<file path="config.mk">
export PLATFORM = sky130hd
export DESIGN_NAME = pipeline_ctrl
export DESIGN_NICKNAME = d
export VERILOG_FILES = /design/src/rtl/pipeline_ctrl.sv
export SDC_FILE = /design/constraint.sdc
export NUM_CORES = 1
export LEC_CHECK = 0
export ABC_AREA = 1
export ABC_CLOCK_PERIOD_IN_PS = 4210
export CAP_MARGIN = 20
export CORE_ASPECT_RATIO = 1.1
export CORE_MARGIN = 4
export CORE_UTILIZATION = 35
export DETAILED_ROUTE_END_ITERATION = 12
export PLACE_DENSITY = 0.55
export SLEW_MARGIN = 25
export SYNTH_ARGS = -nofsm -noshare
export SYNTH_HDL_FRONTEND = slang
export SYNTH_SLANG_ARGS = --single-unit
</file>
<file path="constraint.sdc">
create_clock -name CLK -period 4.21 [get_ports CLK]
set_input_delay 0.6315 -clock CLK [delete_from_list [all_inputs] [get_ports CLK]]
set_output_delay 0.6315 -clock CLK [all_outputs]
set_load 0.05 [all_outputs]
</file>
<file path="src/rtl/pipeline_ctrl.sv">
// Pipeline sequencer: stage-register enables/flushes, data-access completion tracking,
// halt latching and saturating stall/bubble counters.
module pipeline_ctrl #(
    parameter int unsigned CNT_W = 32
) (
    input  logic             CLK,
    input  logic             RST,
    input  logic             ihit,
    input  logic             dhit,
    input  logic [4:0]       id_rs,
    input  logic [4:0]       id_rt,
    input  logic             id_uses_rt,
    input  logic             ex_MemRd,
    input  logic [4:0]       ex_wsel,
    input  logic             mem_MemRd,
    input  logic             mem_MemWr,
    input  logic             mem_branch,
    input  logic             mem_zero,
    input  logic [1:0]       mem_PCSrc,
    input  logic             mem_halt,
    output logic             pc_en,
    output logic             pc_redirect,
    output logic             ifid_en,
    output logic             idex_en,
    output logic             exmem_en,
    output logic             memwb_en,
    output logic             ifid_flush,
    output logic             idex_flush,
    output logic             exmem_flush,
    output logic             dmem_req,
    output logic             halt,
    output logic [CNT_W-1:0] stall_cnt,
    output logic [CNT_W-1:0] bubble_cnt
);

    typedef enum logic [1:0] {
        RUN    = 2'd0,
        DDONE  = 2'd1,
        HALTED = 2'd2
    } state_t;

    state_t           r_state;
    state_t           w_state_nxt;
    logic [CNT_W-1:0] r_stall_cnt;
    logic [CNT_W-1:0] r_bubble_cnt;
    logic             w_stall_inc;
    logic             w_bubble_inc;

    logic w_mem_acc;
    logic w_dmem_ok;
    logic w_advance;
    logic w_redirect;
    logic w_loaduse;

    assign w_mem_acc  = mem_MemRd | mem_MemWr;
    assign w_dmem_ok  = !w_mem_acc | dhit | (r_state == DDONE);
    assign w_advance  = ihit & w_dmem_ok & (r_state != HALTED);
    assign w_redirect = (mem_branch & mem_zero) | (mem_PCSrc != 2'd0);
    assign w_loaduse  = ex_MemRd & (ex_wsel != 5'd0) &
                        ((ex_wsel == id_rs) | (id_uses_rt & (ex_wsel == id_rt)));

    assign stall_cnt  = RST ? '0 : r_stall_cnt;
    assign bubble_cnt = RST ? '0 : r_bubble_cnt;

    // State register and saturating counters
    always_ff @(posedge CLK) begin
        if (RST) begin
            r_state      <= RUN;
            r_stall_cnt  <= '0;
            r_bubble_cnt <= '0;
        end else begin
            r_state <= w_state_nxt;
            if (w_stall_inc && (r_stall_cnt != '1))
                r_stall_cnt <= r_stall_cnt + CNT_W'(1);
            if (w_bubble_inc && (r_bubble_cnt != '1))
                r_bubble_cnt <= r_bubble_cnt + CNT_W'(1);
        end
    end

    // Next state and stage controls; everything stays low while RST is held
    always_comb begin
        w_state_nxt  = r_state;
        w_stall_inc  = 1'b0;
        w_bubble_inc = 1'b0;
        pc_en        = 1'b0;
        pc_redirect  = 1'b0;
        ifid_en      = 1'b0;
        idex_en      = 1'b0;
        exmem_en     = 1'b0;
        memwb_en     = 1'b0;
        ifid_flush   = 1'b0;
        idex_flush   = 1'b0;
        exmem_flush  = 1'b0;
        dmem_req     = 1'b0;
        halt         = 1'b0;

        if (!RST) begin
            if (r_state == HALTED) begin
                halt = 1'b1;
            end else begin
                dmem_req = w_mem_acc & (r_state == RUN);
                if (!w_advance) begin
                    w_stall_inc = 1'b1;
                    // Data finished while fetch is still waiting: remember it
                    if ((r_state == RUN) && w_mem_acc && dhit)
                        w_state_nxt = DDONE;
                end else begin
                    w_state_nxt = mem_halt ? HALTED : RUN;
                    exmem_en    = 1'b1;
                    memwb_en    = 1'b1;
                    idex_en     = 1'b1;
                    if (w_redirect) begin
                        pc_en        = 1'b1;
                        pc_redirect  = 1'b1;
                        ifid_en      = 1'b1;
                        ifid_flush   = 1'b1;
                        idex_flush   = 1'b1;
                        exmem_flush  = 1'b1;
                        w_bubble_inc = 1'b1;
                    end else if (w_loaduse) begin
                        idex_flush   = 1'b1;
                        w_bubble_inc = 1'b1;
                    end else begin
                        pc_en   = 1'b1;
                        ifid_en = 1'b1;
                    end
                end
            end
        end
    end

endmodule

</file>
# Yosys cells after proc, flatten, opt, wreduce, memory -nomap -nowiden
# Cells that the tools add are included.
# Widths: inputs -> output; s select.
[word_totals]
register_bits = 66
out_inout_bits = 75
input_bits = 28
word_cells = 64
[op_classes]
addsub = 2
muxes = 29
eq_ne = 7
bitwise = 13
n_reduce_logical = 10
[op_table]
columns = ["operator", "count"]
rows = [
  ["$add 32x1->32 const B", 2],
  ["$mux 32", 2],
  ["$ne 32x32->1 const B", 2],
  ["$mux 1", 24],
  ["$eq 5x5->1", 2],
  ["$and 1x1->1", 7],
  ["$mux 2", 3],
  ["$or 1x1->1", 5],
  ["$reduce_bool 5->1", 1],
  ["$logic_and 1x1->1", 4],
  ["$reduce_bool 2->1", 2],
  ["$eq 2x1->1 const B", 1],
  ["$eq 2x2->1 const B", 1],
  ["$logic_not 2->1", 1],
  ["$ne 2x2->1 const B", 1],
  ["$reduce_and 2->1", 1],
  ["$logic_not 1->1", 1],
  ["$not 1->1", 1],
]

# Depth between registers and ports, before layout
[depth]
word_depth = 10
depth_mapped = 12
ltp_nobuf = 12

# Worst setup path after synthesis
# No wires, ideal clock.
[synth_path]
kind = "input-to-output"
start = "input port mem_MemWr"
end = "output port pc_en"
path_buffers = 1
arrival_time_ps = 2447
slack_ps = 1131
required_time_ps = 3579
path_stages = 7
cell_sequence = "or2_1 nand2_1 nand2_1 nor2_2 nand2_1 nand2_1 buf_4"
[synth_between]
elab_chain_cells = 9
[synth_lines]
columns = ["element", "line_no", "text"]
rows = [
  ["from (decl)", "16", "input logic mem_MemWr,"],
  ["$or 1x1->1", "55", "assign w_mem_acc = mem_MemRd | mem_MemWr;"],
  ["$logic_not 1->1", "56", "assign w_dmem_ok = !w_mem_acc | dhit | (r_state == DDONE);"],
  ["$or 1x1->1 (2 in series)", "56", ""],
  ["$and 1x1->1 (2 in series)", "57", "assign w_advance = ihit & w_dmem_ok & (r_state != HALTED);"],
  ["$mux 1 (3 in series)", "-", ""],
  ["to (decl)", "21", "output logic pc_en,"],
]
# No other way between the ends.

# Final worst setup path
[layout_path]
start = "input port RST"
end = "output port idex_flush"
[layout_between]
elab_chain_cells = 1
[layout_lines]
columns = ["element", "line_no", "text"]
rows = [
  ["from (decl)", "7", "input logic RST,"],
  ["$mux 1", "97", "if (!RST) begin"],
  ["to (decl)", "28", "output logic idex_flush,"],
]
# No other way between the ends.

==> impl_results.rst <==
.. list-table::
   :header-rows: 1

   * - Metric
     - Value
   * - Result of the run
     - finished clean
   * - Worst endpoint required time
     - 3580 ps
   * - Largest net degree at the start of global routing
     - 46
   * - Cell area after placement
     - 5890 sq um
   * - Post-synthesis net count
     - 863
   * - Count of input and output buffers
     - 102
   * - HPWL after detailed placement
     - 11,500 microns
   * - Number of vias after detailed routing
     - 5,352
   * - Pwr Density
     - 266 nW/um^2
   * - Synthesized area divided by synthesized cell count
     - 5.74 sq um
   * - Worst slew slack as a fraction of its limit
     - 56.2%
   * - Remaining antenna violation count after routing
     - 0
   * - Max-capacitance violation count
     - 0
   * - Vias in the first global route
     - 5,101
   * - Layout overhead on the synthesized area
     - 30.0%
   * - Clock buffer depth
     - 2
   * - Post-route clock period utilization
     - 80.4%
   * - Number of CTS-inserted buffers
     - 9
   * - Clk Tree Root Cell
     - clkbuf_16
   * - Smallest setup slack after layout
     - 825 ps
   * - Flip-flop and latch area
     - 1320 sq um
   * - Number of synthesized register bits
     - 66
   * - Post-cts sizing count
     - 0
   * - Y dimension of the die
     - 131 microns
   * - Area occupied by multi-input gates
     - 2880 sq um
   * - Clk Latency, worst-skew pair
     - 340 ps
   * - Core Rows
     - 44
   * - Average wire length per cell after detail routing
     - 13.6 microns
   * - Die ar.
     - 15,600 sq um
   * - Starting Density
     - 36.0%
   * - Cells along the critical path
     - buf_4, inv_1, nand2_1, nor2_2, nand2_1, nand2_2, clkdlybuf4s50_1
   * - Final-report max-slew violation count
     - 0
   * - Maximum vdd drop
     - 0.160 mV
   * - Routed wire length
     - 15,100 microns
   * - Unrepaired setup endpoints after global routing
     - false
   * - Fin area
     - 6210 sq um
   * - Die span in x
     - 119 microns
   * - I/O pin count
     - 103
   * - Post-CTS Hold Buffers
     - 0
   * - Count of antenna diodes in the layout
     - 0
   * - Class of the worst hold path
     - register to register
   * - Antenna violations before repair
     - 0
   * - Critical Path Fanout Max
     - 45
   * - Startpoint types
     - input pin
   * - Reg-to-reg critical path startpoint
     - r_stall_cnt[0]$_SDFFE_PP0P_
   * - Layout Nets
     - 950
   * - Slew of the pin with the lowest slew margin
     - 652 ps
   * - Delay of the slowest critical-path stage
     - 810 ps
   * - Share of synthesized area occupied by flip-flops and latches
     - 27.7%
   * - CTS H-tree lvls
     - 3
   * - Worst slack on hold paths
     - 462 ps
   * - Number of DRC markers after the initial detailed-route iteration
     - 362
   * - Endpoint class of the critical path
     - output port
   * - Post-route non-filler standard cell count
     - 1,108
   * - Number of cells produced by synthesis
     - 833
   * - Kind of critical path
     - input pin to output port
   * - Cell occurring most often along the worst timing path
     - nand2_1
   * - CP Data Arrival Time
     - 2750 ps
   * - All-Layer GR Usage
     - 19.5%
   * - Critical path buffers and inverters
     - 3
   * - Shortest period the worst path allows
     - 3390 ps
   * - Remaining routing DRC violations
     - 0
   * - Final setup viols
     - 0
   * - Total setup buffers inserted after CTS
     - 0
   * - Number of cells in the design after placement
     - 1,093
   * - TritonCTS clock tree
     - built
   * - Proportion of layout cells with a drive suffix above 1
     - 4.44%
   * - Core region area
     - 13,300 sq um
   * - Worst slack after detailed placement
     - 787 ps
   * - Count of clock tree sinks
     - 66
   * - CP Launch Point
     - RST
   * - Final Wtd Congestion
     - 0.915
   * - Maximum frequency from static timing analysis
     - 295 MHz
   * - Fin Clk Skew
     - 7.81 ps
   * - TritonRoute pass-1 iters
     - 6
   * - Fill cell total of the finished layout
     - 1,449
   * - Final Hold Violating Endpoints
     - 0
   * - Post-synth design cell area
     - 4780 sq um
   * - Number of different library cells in the post-synthesis netlist
     - 30
   * - Hold wc startpoint
     - r_stall_cnt[31]$_SDFFE_PP0P_
   * - Yosys warning count
     - 0
   * - Number of vias per cell
     - 4.83
   * - Clk pin slew, worst setup/hold paths
     - 50 ps
   * - Standby leakage power
     - 2.20 nW
   * - Master of the slowest instance on the critical path
     - clkdlybuf4s50_1
   * - Wire length of the first global-routing pass
     - 24,600 microns
   * - Gr ovfl total
     - 0
   * - Setup TNS Final
     - 0 ps
   * - Top cell family by delay on the critical path
     - buffers and inverters
-- layer usage --
layer  track usage [%]  wire (microns)
met5                 0               0
met4              8.29             441
met3              3.53             567
met2              35.5            7460
met1              22.7            6610
-- metrics by stage --
step	utilization, %	total power, W
floorplan	-	0.000776
global placement	44.4	0.000833
detailed placement	44.4	0.000834
CTS	46.8	0.00167
global route	46.8	0.00171
finish	46.8	0.00165
-- power breakdown --
part | internal, W | leakage, nW | switching [W]
clock network | 0.000548 | 0.156 | 0.000282
registers | 0.000630 | 0.532 | 0.00000435
logic | 0.0000612 | 1.51 | 0.000124
total | 0.00124 | 2.20 | 0.000411
-- cells in the final DEF, fill, tap and decap left out --
cell	n
a211o_1	1
a211oi_1	1
a21oi_1	56
a21oi_2	5
and3_1	2
buf_4	8
bufinv_16	2
clkbuf_1	2
clkbuf_16	9
clkbuf_8	2
clkdlybuf4s50_1	101
dfxtp_1	66
ha_1	2
inv_1	101
inv_2	3
nand2_1	246
nand2_2	5
nand3_1	62
nand3b_1	1
nand4_1	13
nand4_2	1
nor2_1	150
nor2_2	3
nor2_4	1
nor3_1	32
nor3_2	1
nor3b_2	1
nor4_1	1
o21ai_0	13
or2_1	1
xnor2_1	1
xor2_1	31
-- worst reg2reg max path, stage by stage (launching register included) --
cell,delay (ps)
dfxtp_1,320
ha_1,240
nand3_1,210
inv_1,80
nand2_1,160
nor2_2,80
nand2_1,100
nand2_2,270
inv_2,480
nand2_1,190
o21ai_0,230
nor2_1,70
-- synth_stat cells --
| cell | n | area share (%) |
|---|---|---|
| xnor2_1 | 1 | 0.18 |
| nor2_1 | 150 | 12 |
| a21oi_2 | 5 | 0.92 |
| a211oi_1 | 1 | 0.16 |
| inv_1 | 101 | 7.9 |
| nor2_2 | 3 | 0.39 |
| ha_1 | 2 | 0.52 |
| nand4_1 | 13 | 1.7 |
| inv_2 | 3 | 0.24 |
| nor3b_2 | 1 | 0.26 |
| xor2_1 | 31 | 5.7 |
| buf_6 | 5 | 1.2 |
| nor3_1 | 32 | 3.4 |
| buf_4 | 6 | 0.94 |
| nand4_2 | 1 | 0.26 |
| nand2_2 | 5 | 0.65 |
| and3_1 | 2 | 0.26 |
| nand3_1 | 62 | 6.5 |
| clkbuf_1 | 18 | 1.4 |
| nor3_2 | 1 | 0.21 |
| o21ai_0 | 13 | 1.4 |
| nor4_1 | 1 | 0.13 |
| nand3b_1 | 1 | 0.16 |
| dfxtp_1 | 66 | 28 |
| buf_2 | 4 | 0.42 |
| nand2_1 | 246 | 19 |
| a21oi_1 | 56 | 5.9 |
| nor2_4 | 1 | 0.24 |
| or2_1 | 1 | 0.13 |
| a211o_1 | 1 | 0.18 |
-- kinds of logic after synthesis --
| family | synth area share [%] |
|---|---|
| XOR/XNOR | 5.87 |
| flip-flops | 27.7 |
| AND/OR/NAND/NOR | 45.4 |
| AO/OA/AOI/OAI | 8.48 |
| adder cells (fa/ha/maj) | 0.524 |
| buffers and inverters | 12.1 |
-- state kept, by name, summed over array words and instances, names as in the netlist --
name and count:
r_state 2, r_stall_cnt 32, r_bubble_cnt 32
-- area by class of cell --
class	instances	share of cell area, %
multi-input combinational	630	46.3
clock buffer	13	4.19
sequential	66	21.3
tap	184	3.71
timing repair buffer	109	17.2
inverter	104	6.29
clock inverter	2	0.967
-- worst paths after layout --
kind                                       end  slack, ps  cells after the start
setup / recovery                    idex_flush        820                      7
hold / removal    r_stall_cnt[31]$_SDFFE_PP0P_        460                      2
setup reg to reg  r_stall_cnt[13]$_SDFFE_PP0P_       1640                     11
hold reg to reg   r_stall_cnt[31]$_SDFFE_PP0P_        460                      2
No activity file was read; power rests on OpenSTA's default activity.
